--- config.mk ---
export PLATFORM = sky130hd
export DESIGN_NAME = mesi_cache_ctrl
export DESIGN_NICKNAME = d
export VERILOG_FILES = /design/src/rtl/mesi_pkg.sv /design/src/rtl/mesi_line_array.sv /design/src/rtl/mesi_cache_ctrl.sv
export SDC_FILE = /design/constraint.sdc
export NUM_CORES = 1
export LEC_CHECK = 0
export BUFFER_PORTS_ARGS = -buffer_cell sky130_fd_sc_hd__buf_2
export CELL_PAD_IN_SITES_DETAIL_PLACEMENT = 0
export CELL_PAD_IN_SITES_GLOBAL_PLACEMENT = 2
export CORE_UTILIZATION = 38
export DETAILED_ROUTE_END_ITERATION = 8
export GPL_TIMING_DRIVEN = 0
export PLACE_DENSITY = 0.8
export SYNTH_ARGS = -nofsm -noshare
export SYNTH_HDL_FRONTEND = slang
export SYNTH_SLANG_ARGS = --single-unit
--- constraint.sdc ---
create_clock -name i_clock -period 3.87 [get_ports i_clock]
set_clock_uncertainty 0.05 [all_clocks]
set_input_delay 0.5805 -clock i_clock [delete_from_list [all_inputs] [get_ports i_clock]]
set_output_delay 0.5805 -clock i_clock [all_outputs]
set_load 0.1 [all_outputs]
--- src/rtl/mesi_pkg.sv ---
// Shared types for the MESI cache controller: line states, bus commands and FSM states.
package mesi_pkg;

   typedef enum logic [1:0] {
      LsI = 2'd0,
      LsS = 2'd1,
      LsM = 2'd2,
      LsE = 2'd3
   } line_state_e;

   typedef enum logic [1:0] {
      CmdNone    = 2'd0,
      CmdBusRd   = 2'd1,
      CmdBusRdX  = 2'd2,
      CmdBusUpgr = 2'd3
   } bus_cmd_e;

   typedef enum logic [2:0] {
      StIdle,
      StUpgr,
      StWb,
      StMiss,
      StFill,
      StDone
   } fsm_state_e;

endpackage

--- src/rtl/mesi_line_array.sv ---
// Direct-mapped tag/state/data storage with a CPU-side and a snoop-side read port.
// A same-cycle snoop state write is forwarded to the CPU port so own updates build on it.
module mesi_line_array
   import mesi_pkg::*;
#(
   parameter int unsigned IDX_W  = 2,
   parameter int unsigned TAG_W  = 3,
   parameter int unsigned DATA_W = 8
) (
   input  logic              i_clock,
   input  logic              i_reset_n,
   input  logic [IDX_W-1:0]  i_cpu_idx,
   output logic [TAG_W-1:0]  o_cpu_tag,
   output line_state_e       o_cpu_state,
   output logic [DATA_W-1:0] o_cpu_data,
   input  logic [IDX_W-1:0]  i_snp_idx,
   output logic [TAG_W-1:0]  o_snp_tag,
   output line_state_e       o_snp_state,
   output logic [DATA_W-1:0] o_snp_data,
   input  logic              i_snp_we,
   input  line_state_e       i_snp_state,
   input  logic              i_cpu_we,
   input  logic [TAG_W-1:0]  i_cpu_wtag,
   input  line_state_e       i_cpu_wstate,
   input  logic [DATA_W-1:0] i_cpu_wdata
);

   localparam int unsigned LINES = 2 ** IDX_W;

   line_state_e       r_state [LINES];
   logic [TAG_W-1:0]  r_tag   [LINES];
   logic [DATA_W-1:0] r_data  [LINES];

   assign o_cpu_tag   = r_tag[i_cpu_idx];
   assign o_cpu_data  = r_data[i_cpu_idx];
   assign o_cpu_state = (i_snp_we && (i_snp_idx == i_cpu_idx)) ? i_snp_state
                                                                 : r_state[i_cpu_idx];

   assign o_snp_tag   = r_tag[i_snp_idx];
   assign o_snp_state = r_state[i_snp_idx];
   assign o_snp_data  = r_data[i_snp_idx];

   // CPU write is issued last so it overrides the snoop on a shared index.
   always_ff @(posedge i_clock) begin
      if (!i_reset_n) begin
         for (int i = 0; i < LINES; i++) r_state[i] <= LsI;
      end else begin
         if (i_snp_we) r_state[i_snp_idx] <= i_snp_state;
         if (i_cpu_we) r_state[i_cpu_idx] <= i_cpu_wstate;
      end
   end

   always_ff @(posedge i_clock) begin
      if (i_reset_n && i_cpu_we) begin
         r_tag[i_cpu_idx]  <= i_cpu_wtag;
         r_data[i_cpu_idx] <= i_cpu_wdata;
      end
   end

endmodule

--- src/rtl/mesi_cache_ctrl.sv ---
// Direct-mapped MESI cache controller: CPU request FSM, bus requester and snoop responder.
module mesi_cache_ctrl
   import mesi_pkg::*;
#(
   parameter int unsigned ADDR_W = 5,
   parameter int unsigned DATA_W = 8,
   parameter int unsigned LINES  = 4
) (
   input  logic              i_clock,
   input  logic              i_reset_n,
   input  logic              i_cpu_req,
   input  logic              i_cpu_we,
   input  logic [ADDR_W-1:0] i_cpu_addr,
   input  logic [DATA_W-1:0] i_cpu_wdata,
   output logic              o_cpu_ready,
   output logic [DATA_W-1:0] o_cpu_rdata,
   output logic              o_bus_req,
   input  logic              i_bus_gnt,
   output logic [1:0]        o_bus_cmd,
   output logic              o_bus_wb,
   output logic [ADDR_W-1:0] o_bus_addr,
   output logic [DATA_W-1:0] o_bus_wdata,
   input  logic              i_mem_valid,
   input  logic [DATA_W-1:0] i_mem_rdata,
   input  logic              i_bus_shared_in,
   input  logic              i_snp_valid,
   input  logic [1:0]        i_snp_cmd,
   input  logic [ADDR_W-1:0] i_snp_addr,
   output logic              o_snp_shared,
   output logic              o_snp_flush,
   output logic [DATA_W-1:0] o_snp_data
);

   localparam int unsigned IDX_W = $clog2(LINES);
   localparam int unsigned TAG_W = ADDR_W - IDX_W;

   fsm_state_e        r_state, w_state_n;
   logic [ADDR_W-1:0] r_addr;
   logic              r_we;
   logic [DATA_W-1:0] r_wdata;
   logic [DATA_W-1:0] r_rdata, w_rdata_n;
   logic              r_snp_shared, r_snp_flush;
   logic [DATA_W-1:0] r_snp_data;

   logic [ADDR_W-1:0] w_addr;
   logic [IDX_W-1:0]  w_idx;
   logic [TAG_W-1:0]  w_tag;
   logic [TAG_W-1:0]  w_line_tag;
   line_state_e       w_line_state;
   logic [DATA_W-1:0] w_line_data;
   logic              w_cpu_hit;
   logic              w_accept;

   logic              w_wr_en;
   logic [TAG_W-1:0]  w_wr_tag;
   line_state_e       w_wr_state;
   logic [DATA_W-1:0] w_wr_data;

   logic [IDX_W-1:0]  w_snp_idx;
   logic [TAG_W-1:0]  w_snp_tag;
   logic [TAG_W-1:0]  w_snp_line_tag;
   line_state_e       w_snp_line_state;
   logic [DATA_W-1:0] w_snp_line_data;
   bus_cmd_e          w_snp_cmd;
   logic              w_snp_hit;
   logic              w_snp_we;
   line_state_e       w_snp_new;
   logic              w_snp_shared, w_snp_flush;
   logic [DATA_W-1:0] w_snp_data;

   // The request address is only captured on acceptance; until then look up the live input.
   assign w_addr    = (r_state == StIdle) ? i_cpu_addr : r_addr;
   assign w_idx     = w_addr[ADDR_W-1 -: IDX_W];
   assign w_tag     = w_addr[TAG_W-1:0];
   assign w_cpu_hit = (w_line_tag == w_tag) && (w_line_state != LsI);

   assign w_snp_idx = i_snp_addr[ADDR_W-1 -: IDX_W];
   assign w_snp_tag = i_snp_addr[TAG_W-1:0];
   assign w_snp_cmd = bus_cmd_e'(i_snp_cmd);
   assign w_snp_hit = i_snp_valid && (w_snp_line_tag == w_snp_tag) && (w_snp_line_state != LsI);

   mesi_line_array #(
      .IDX_W  (IDX_W),
      .TAG_W  (TAG_W),
      .DATA_W (DATA_W)
   ) u_lines (
      .i_clock      (i_clock),
      .i_reset_n    (i_reset_n),
      .i_cpu_idx    (w_idx),
      .o_cpu_tag    (w_line_tag),
      .o_cpu_state  (w_line_state),
      .o_cpu_data   (w_line_data),
      .i_snp_idx    (w_snp_idx),
      .o_snp_tag    (w_snp_line_tag),
      .o_snp_state  (w_snp_line_state),
      .o_snp_data   (w_snp_line_data),
      .i_snp_we     (w_snp_we),
      .i_snp_state  (w_snp_new),
      .i_cpu_we     (w_wr_en),
      .i_cpu_wtag   (w_wr_tag),
      .i_cpu_wstate (w_wr_state),
      .i_cpu_wdata  (w_wr_data)
   );

   always_comb begin
      w_snp_we     = 1'b0;
      w_snp_new    = w_snp_line_state;
      w_snp_shared = 1'b0;
      w_snp_flush  = 1'b0;
      if (w_snp_hit) begin
         unique case (w_snp_cmd)
            CmdBusRd: begin
               w_snp_we     = 1'b1;
               w_snp_new    = LsS;
               w_snp_shared = 1'b1;
               w_snp_flush  = (w_snp_line_state == LsM);
            end
            CmdBusRdX, CmdBusUpgr: begin
               w_snp_we    = 1'b1;
               w_snp_new   = LsI;
               w_snp_flush = (w_snp_line_state == LsM);
            end
            default: ;
         endcase
      end
      w_snp_data = w_snp_flush ? w_snp_line_data : '0;
   end

   always_comb begin
      w_state_n   = r_state;
      w_rdata_n   = r_rdata;
      w_accept    = 1'b0;
      w_wr_en     = 1'b0;
      w_wr_tag    = w_line_tag;
      w_wr_state  = w_line_state;
      w_wr_data   = w_line_data;
      o_bus_req   = 1'b0;
      o_bus_cmd   = CmdNone;
      o_bus_wb    = 1'b0;
      o_bus_addr  = '0;
      o_bus_wdata = '0;
      o_cpu_ready = 1'b0;
      unique case (r_state)
         StIdle: begin
            if (i_cpu_req) begin
               w_accept = 1'b1;
               if (w_cpu_hit) begin
                  if (!i_cpu_we) begin
                     w_rdata_n = w_line_data;
                     w_state_n = StDone;
                  end else if (w_line_state == LsS) begin
                     w_state_n = StUpgr;
                  end else begin
                     w_wr_en    = 1'b1;
                     w_wr_state = LsM;
                     w_wr_data  = i_cpu_wdata;
                     w_state_n  = StDone;
                  end
               end else if (w_line_state == LsM) begin
                  w_state_n = StWb;
               end else begin
                  w_state_n = StMiss;
               end
            end
         end
         StUpgr: begin
            o_bus_req  = 1'b1;
            o_bus_cmd  = CmdBusUpgr;
            o_bus_addr = r_addr;
            // Losing the line to a snoop turns the upgrade into a full read-exclusive.
            if (!w_cpu_hit) begin
               w_state_n = StMiss;
            end else if (i_bus_gnt) begin
               w_wr_en    = 1'b1;
               w_wr_state = LsM;
               w_wr_data  = r_wdata;
               w_state_n  = StDone;
            end
         end
         StWb: begin
            o_bus_req   = 1'b1;
            o_bus_wb    = 1'b1;
            o_bus_addr  = {w_idx, w_line_tag};
            o_bus_wdata = w_line_data;
            if (w_line_state != LsM) begin
               w_state_n = StMiss;
            end else if (i_bus_gnt) begin
               w_wr_en    = 1'b1;
               w_wr_state = LsI;
               w_state_n  = StMiss;
            end
         end
         StMiss: begin
            o_bus_req  = 1'b1;
            o_bus_cmd  = r_we ? CmdBusRdX : CmdBusRd;
            o_bus_addr = r_addr;
            if (i_bus_gnt) w_state_n = StFill;
         end
         StFill: begin
            if (i_mem_valid) begin
               w_wr_en  = 1'b1;
               w_wr_tag = w_tag;
               if (r_we) begin
                  w_wr_state = LsM;
                  w_wr_data  = r_wdata;
               end else begin
                  w_wr_state = i_bus_shared_in ? LsS : LsE;
                  w_wr_data  = i_mem_rdata;
                  w_rdata_n  = i_mem_rdata;
               end
               w_state_n = StDone;
            end
         end
         StDone: begin
            o_cpu_ready = 1'b1;
            w_state_n   = StIdle;
         end
         default: w_state_n = StIdle;
      endcase
   end

   always_ff @(posedge i_clock) begin
      if (!i_reset_n) begin
         r_state      <= StIdle;
         r_addr       <= '0;
         r_we         <= 1'b0;
         r_wdata      <= '0;
         r_rdata      <= '0;
         r_snp_shared <= 1'b0;
         r_snp_flush  <= 1'b0;
         r_snp_data   <= '0;
      end else begin
         r_state      <= w_state_n;
         r_rdata      <= w_rdata_n;
         r_snp_shared <= w_snp_shared;
         r_snp_flush  <= w_snp_flush;
         r_snp_data   <= w_snp_data;
         if (w_accept) begin
            r_addr  <= i_cpu_addr;
            r_we    <= i_cpu_we;
            r_wdata <= i_cpu_wdata;
         end
      end
   end

   assign o_cpu_rdata  = r_rdata;
   assign o_snp_shared = r_snp_shared;
   assign o_snp_flush  = r_snp_flush;
   assign o_snp_data   = r_snp_data;

endmodule

After elaboration in Yosys (flattened, before gate mapping)
Memory sizes are Yosys's and may differ from the RTL's. A register that Yosys moved wholly into a read port is not among the register bits.
Index checks and enable logic that the tools add are counted.
- register bits after elaboration: 27
- bits in latches: 0
- memory bits (writable): 52
- ROM bits: 0
- logic and storage cells: 136
- memories kept: 3
- $add $sub $neg: 0
- multiply operators: 0
- divide/modulo/power cells: 0
- magnitude comparators: 0
- eq/ne operators: 23
- shift-type cells: 0
- multiplexer cells: 83
- bitwise gates (word level): 0
- reductions and logical operators: 20
- memories (name ; depth ; width ; read ports ; clocked after Yosys merged registers in ; wr ports ; line ; text):
    u_lines.r_data ; 4 ; 8 ; 2 ; 1 ; 1 ; mesi_line_array.sv:32 ; logic [DATA_W-1:0] r_data [LINES];
    u_lines.r_tag ; 4 ; 3 ; 2 ; 0 ; 1 ; mesi_line_array.sv:31 ; logic [TAG_W-1:0] r_tag [LINES];
    u_lines.r_state ; 4 ; 2 ; 2 ; 0 ; 4 ; mesi_line_array.sv:30 ; line_state_e r_state [LINES];
- operator list (kind ; number):
    two-way mux 8 bit ; 14
    two-way mux 2 bit ; 18
    two-way mux 3 bit ; 12
    two-way mux 1 bit ; 30
    one-hot mux 8 bit (3 select lines) ; 1
    one-hot mux 8 bit (2 select lines) ; 1
    one-hot mux 3 bit (5 select lines) ; 1
    != test 2 bit, second input constant ; 7
    one-hot mux 5 bit (2 select lines) ; 1
    equality test 2 bit, second input constant ; 4
    one-hot mux 2 bit (2 select lines) ; 2
    one-hot mux 2 bit (4 select lines) ; 1
    OR reduction 2 bit ; 4
    equality test 3 x 2 -> 1 bit, second input constant ; 2
    equality test 3 bit ; 2
    equality test 3 bit, second input constant ; 2
    != test 3 bit, second input constant ; 2
    AND reduction 6 bit ; 1
    nonzero test 2 bit ; 3
    OR reduction 3 bit ; 2
    logical AND 1 bit ; 5
    two-way mux 5 bit ; 1
    AND reduction 5 bit ; 1
    equality test 2 x 1 -> 1 bit, second input constant ; 2
    6 further kinds ; 7

Depth between registers and ports, before layout
An unclocked memory read counts as a cell.
- depth after elaboration: 18
- depth in mapped cells: 10

By module
A second synthesis with hierarchy kept.
- cell total of the unflattened synthesis: 411
- area total of the unflattened synthesis: 4748.3 um^2
- by module, submodules not included (module ; times used ; cells each ; area an instance (um^2) ; seq. area each (um^2)):
    mesi_line_array ; 1 ; 125 ; 2469.9 ; 1561.5
    mesi_cache_ctrl ; 1 ; 286 ; 2278.4 ; 700.7

Worst setup path before layout
No wires, ideal clock.
- path kind: reg2out
- start point: register r_state[2]
- end point: output port o_bus_addr[3]
- arrival time: 2964 ps
- required time: 3239 ps
- path slack: 275 ps
- cell stages (with the launch flop): 5
- path buffers: 2
- cells stage by stage: dfxtp_1 -> clkbuf_1 -> clkbuf_1 -> nor2_1 -> and2_1
- word-level cells in the longest chain between the ends: 3
- elaborated cells on any way between the ends: 7
- those cells by class: eq/ne: 3; mux: 2; reduce/logical: 2
- RTL lines (what ; line ; text):
    start, declared ; mesi_cache_ctrl.sv:37 ; fsm_state_e r_state, w_state_n;
    start signal, assigned ; mesi_cache_ctrl.sv:224 ; r_state <= StIdle;
    start signal, assigned ; mesi_cache_ctrl.sv:233 ; r_state <= w_state_n;
    equality test 3 x 2 -> 1 bit (tied with other cells) ; mesi_cache_ctrl.sv:143 ; unique case (r_state)
    OR reduction 2 bit (no source line) or two-way mux 5 bit (tied branches) ; -- ;
    one-hot mux 5 bit (2 select lines) (*) ; mesi_cache_ctrl.sv:143 ;
    end, declared ; mesi_cache_ctrl.sv:21 ; output logic [ADDR_W-1:0] o_bus_addr,
Mark *: on every way between the ends. The rest lies on a longest branch, timed or not.

Worst setup path after layout
- start point: register r_state[1]
- end point: output port o_bus_wdata[3]
- word-level cells in the longest chain between the ends: 4
- elaborated cells on any way between the ends: 5
- those cells by class: eq/ne: 1; mux: 2; reduce/logical: 1; memory: 1
- RTL lines (what ; line ; text):
    logical NOT 3 bit ; mesi_cache_ctrl.sv:72 ; assign w_addr = (r_state == StIdle) ? i_cpu_addr : r_addr;
    two-way mux 5 bit ; mesi_cache_ctrl.sv:72 ;
    memory (4 x 8 bit) ; -- ;
    two-way mux 8 bit (*) ; mesi_cache_ctrl.sv:143 ;
    end, declared ; mesi_cache_ctrl.sv:22 ; output logic [DATA_W-1:0] o_bus_wdata,
Marks and branches as above.

==> out/metrics.csv <==
metric;value;unit
gp_congestion;0.822;
hold_buffers;0;
dr.pass1.iters;5;
async_flop_share;0;
antenna_left;0;
setup_viol_count_final;0;
layout.cells.non_filler;688;
drive_gt1_frac;0.266;
first_global_vias;3811;
pre_cts_slack;-266;ps
avgViaCountPerCell;5.63;
area_delta_synth_final;17.6;%
period_minus_slack;3700;ps
relSlewSlack;0.492;
cts_tree;built;
dr_total_vias;3873;
dr_wl_met3;692;µm
routed.top_layer;met4;
antenna_cells;0;
synth_edf_count;52;
crit_chain;clkbuf_1, o31ai_1, and2_1, buf_2, mux4_2, and2_1, buf_2;
io_buffers;68;
syn_area;4950;µm²
ys_ff_latch;87;
yosys_warnings;0;
grt_max_degree;18;
p_total;4.69;mW
cts_max_level;3;
tightest_slew;761;ps
status;finished, final reports clean;
fin_ws;168;ps
vdd_drop_max;0.000738;V
final_core_util;0.459;
fin_nets;547;
netlist_instances;433;
crit_path_end_kind;primary output;
holdCritStartpoint;r_wdata[0]$_SDFFE_PN0P_;
cts_sinks;87;
dieArea;13500;µm²
clk_latency;350;ps
wl_per_cell;20.3;µm
antenna_found_initial;0;
layout_commonest_cell;buf_2;
ys_seq_area_frac;0.457;
start_util;0.390;
wl_met1;6110;µm
dieHeight;116;µm
mostFrequentLayoutCells;buf_2 (71), nand2_1 (56), edfxtp_1 (52);
grt-ovfl-total;0;
slowest_delay;610;ps
root_buffer;clkbuf_16;
io_pins;72;
synth_cell_types;58;
clock.fmax;270;MHz
arrival;3070;ps
crit_path_start_kind;register;
hold_path.class;register to register;
crit_slowest_cell;mux4_2;
r2r-start;r_state[1]$_SDFFE_PN0P_;
dp.cells;673;
synth_top_area_share;0.316;
rsz0062_at_grt;no;
synth_area_leaders;edfxtp_1 (32%), dfxtp_1 (14%), mux4_2 (12%);
clk_path_buf_depth;2;
drt_iter0_drc;291;
placed_area;5500;µm²
drv_cap;0;
track_usage;0.223;
hold_slack;422;ps
cts-buffers-inserted;9;
grt_pass1_wl;21400;µm
synth_top_cell_by_area;edfxtp_1;
post_cts_resized;0;
row_count;41;
path_class;register to primary output;
clk_pin_slew;70;ps
dp_hpwl;10400;µm
syn_nets;469;
fin_tns_setup;0;ps
wl;14000;µm
power.density;807;nW/µm²
synth_ff_type;edfxtp_1;
p_leak;2.28;nW
wl_met2;6880;µm
cp_max_fo;10;
min_period_over_period;0.957;
post_cts_buffers;0;
hold_viol;0;
crit_path_start;r_state[1]$_SDFFE_PN0P_;
die_x;116;µm
worstPathRequired;3240;ps
avgSynthCellArea;11.4;µm²
core_area;12700;µm²
design_area;5820;µm²
drc;0;
finalMaxSlewViolations;0;
[cells by family after synthesis]
kind of cell              after synthesis  share of synthesized area
and+or+nand+nor                       142                      0.150
AOI/OAI and AO/OA                      95                      0.144
DFF                                    87                      0.457
muxes                                  55                      0.194
buffers and inverters                  45                     0.0395
xor gates and xnor gates                9                     0.0159
[critical path, delay by kind of cell (launching register included)]
kind | cells | cell delay, ps
buffers and inverters | 3 | 860
multiplexers | 1 | 610
flip-flops | 1 | 310
AND/OR/NAND/NOR | 2 | 510
AO/OA/AOI/OAI | 1 | 430
[layer usage]
| layer | vias to the layer above | GRT usage |
|---|---|---|
| met5 | - | 0 |
| met4 | 0 | 0.0932 |
| met3 | 22 | 0.0356 |
| met2 | 128 | 0.375 |
| met1 | 1911 | 0.285 |
| li1 | 1812 | - |
[final cells by class]
class                      count  area (µm²)
buffer                        32         148
multi-input combinational    301        2500
sequential                    87        2260
clock buffer                  10         229
inverter                      12        52.6
tap                          172         215
timing repair buffer          68         340
clock inverter                 6        75.1
fill                        1223        6850
[state kept, by name, summed over array words and instances, names as in the netlist, 3 cells and up]
register and flops:
u_lines.r_data 32, r_wdata 8, r_addr 5, o_cpu_rdata 8
u_lines.r_state 8, u_lines.r_tag 12, r_state 3, o_snp_data 8
[synth_stat cells, types with 4 or more instances]
cell type  number
o21ba_2         6
a21boi_0       14
o211a_1         8
o21ai_0         9
nor3_1          7
and2_1         15
nand3_1         5
a221o_1         7
nor2b_1        11
mux2i_1        19
a31oi_1         4
mux2_1          4
nor2_1         20
inv_1          12
xnor2_1         6
or3_1           4
nand2_1        56
mux4_1          4
edfxtp_1       52
a21oi_1        18
clkbuf_1       24
dfxtp_1        35
mux4_2         27
a21o_1          5
[worst paths after layout]
kind	endpoint	slack (ps)	cells after the start
setup / recovery	o_bus_wdata[3]	170	7
hold / removal	r_wdata[0]$_SDFFE_PN0P_	420	2
setup reg to reg	u_lines.r_data[0][5]$_DFFE_PP_	260	10
hold reg to reg	r_wdata[0]$_SDFFE_PN0P_	420	2
[power breakdown]
| part | internal, mW | switching [mW] | leakage, nW |
|---|---|---|---|
| Sequential | 1.23 | 0.0572 | 0.764 |
| Combinational | 0.715 | 1.79 | 1.37 |
| Clock | 0.512 | 0.388 | 0.146 |
Note: power is estimated with default switching activity, not from simulation.
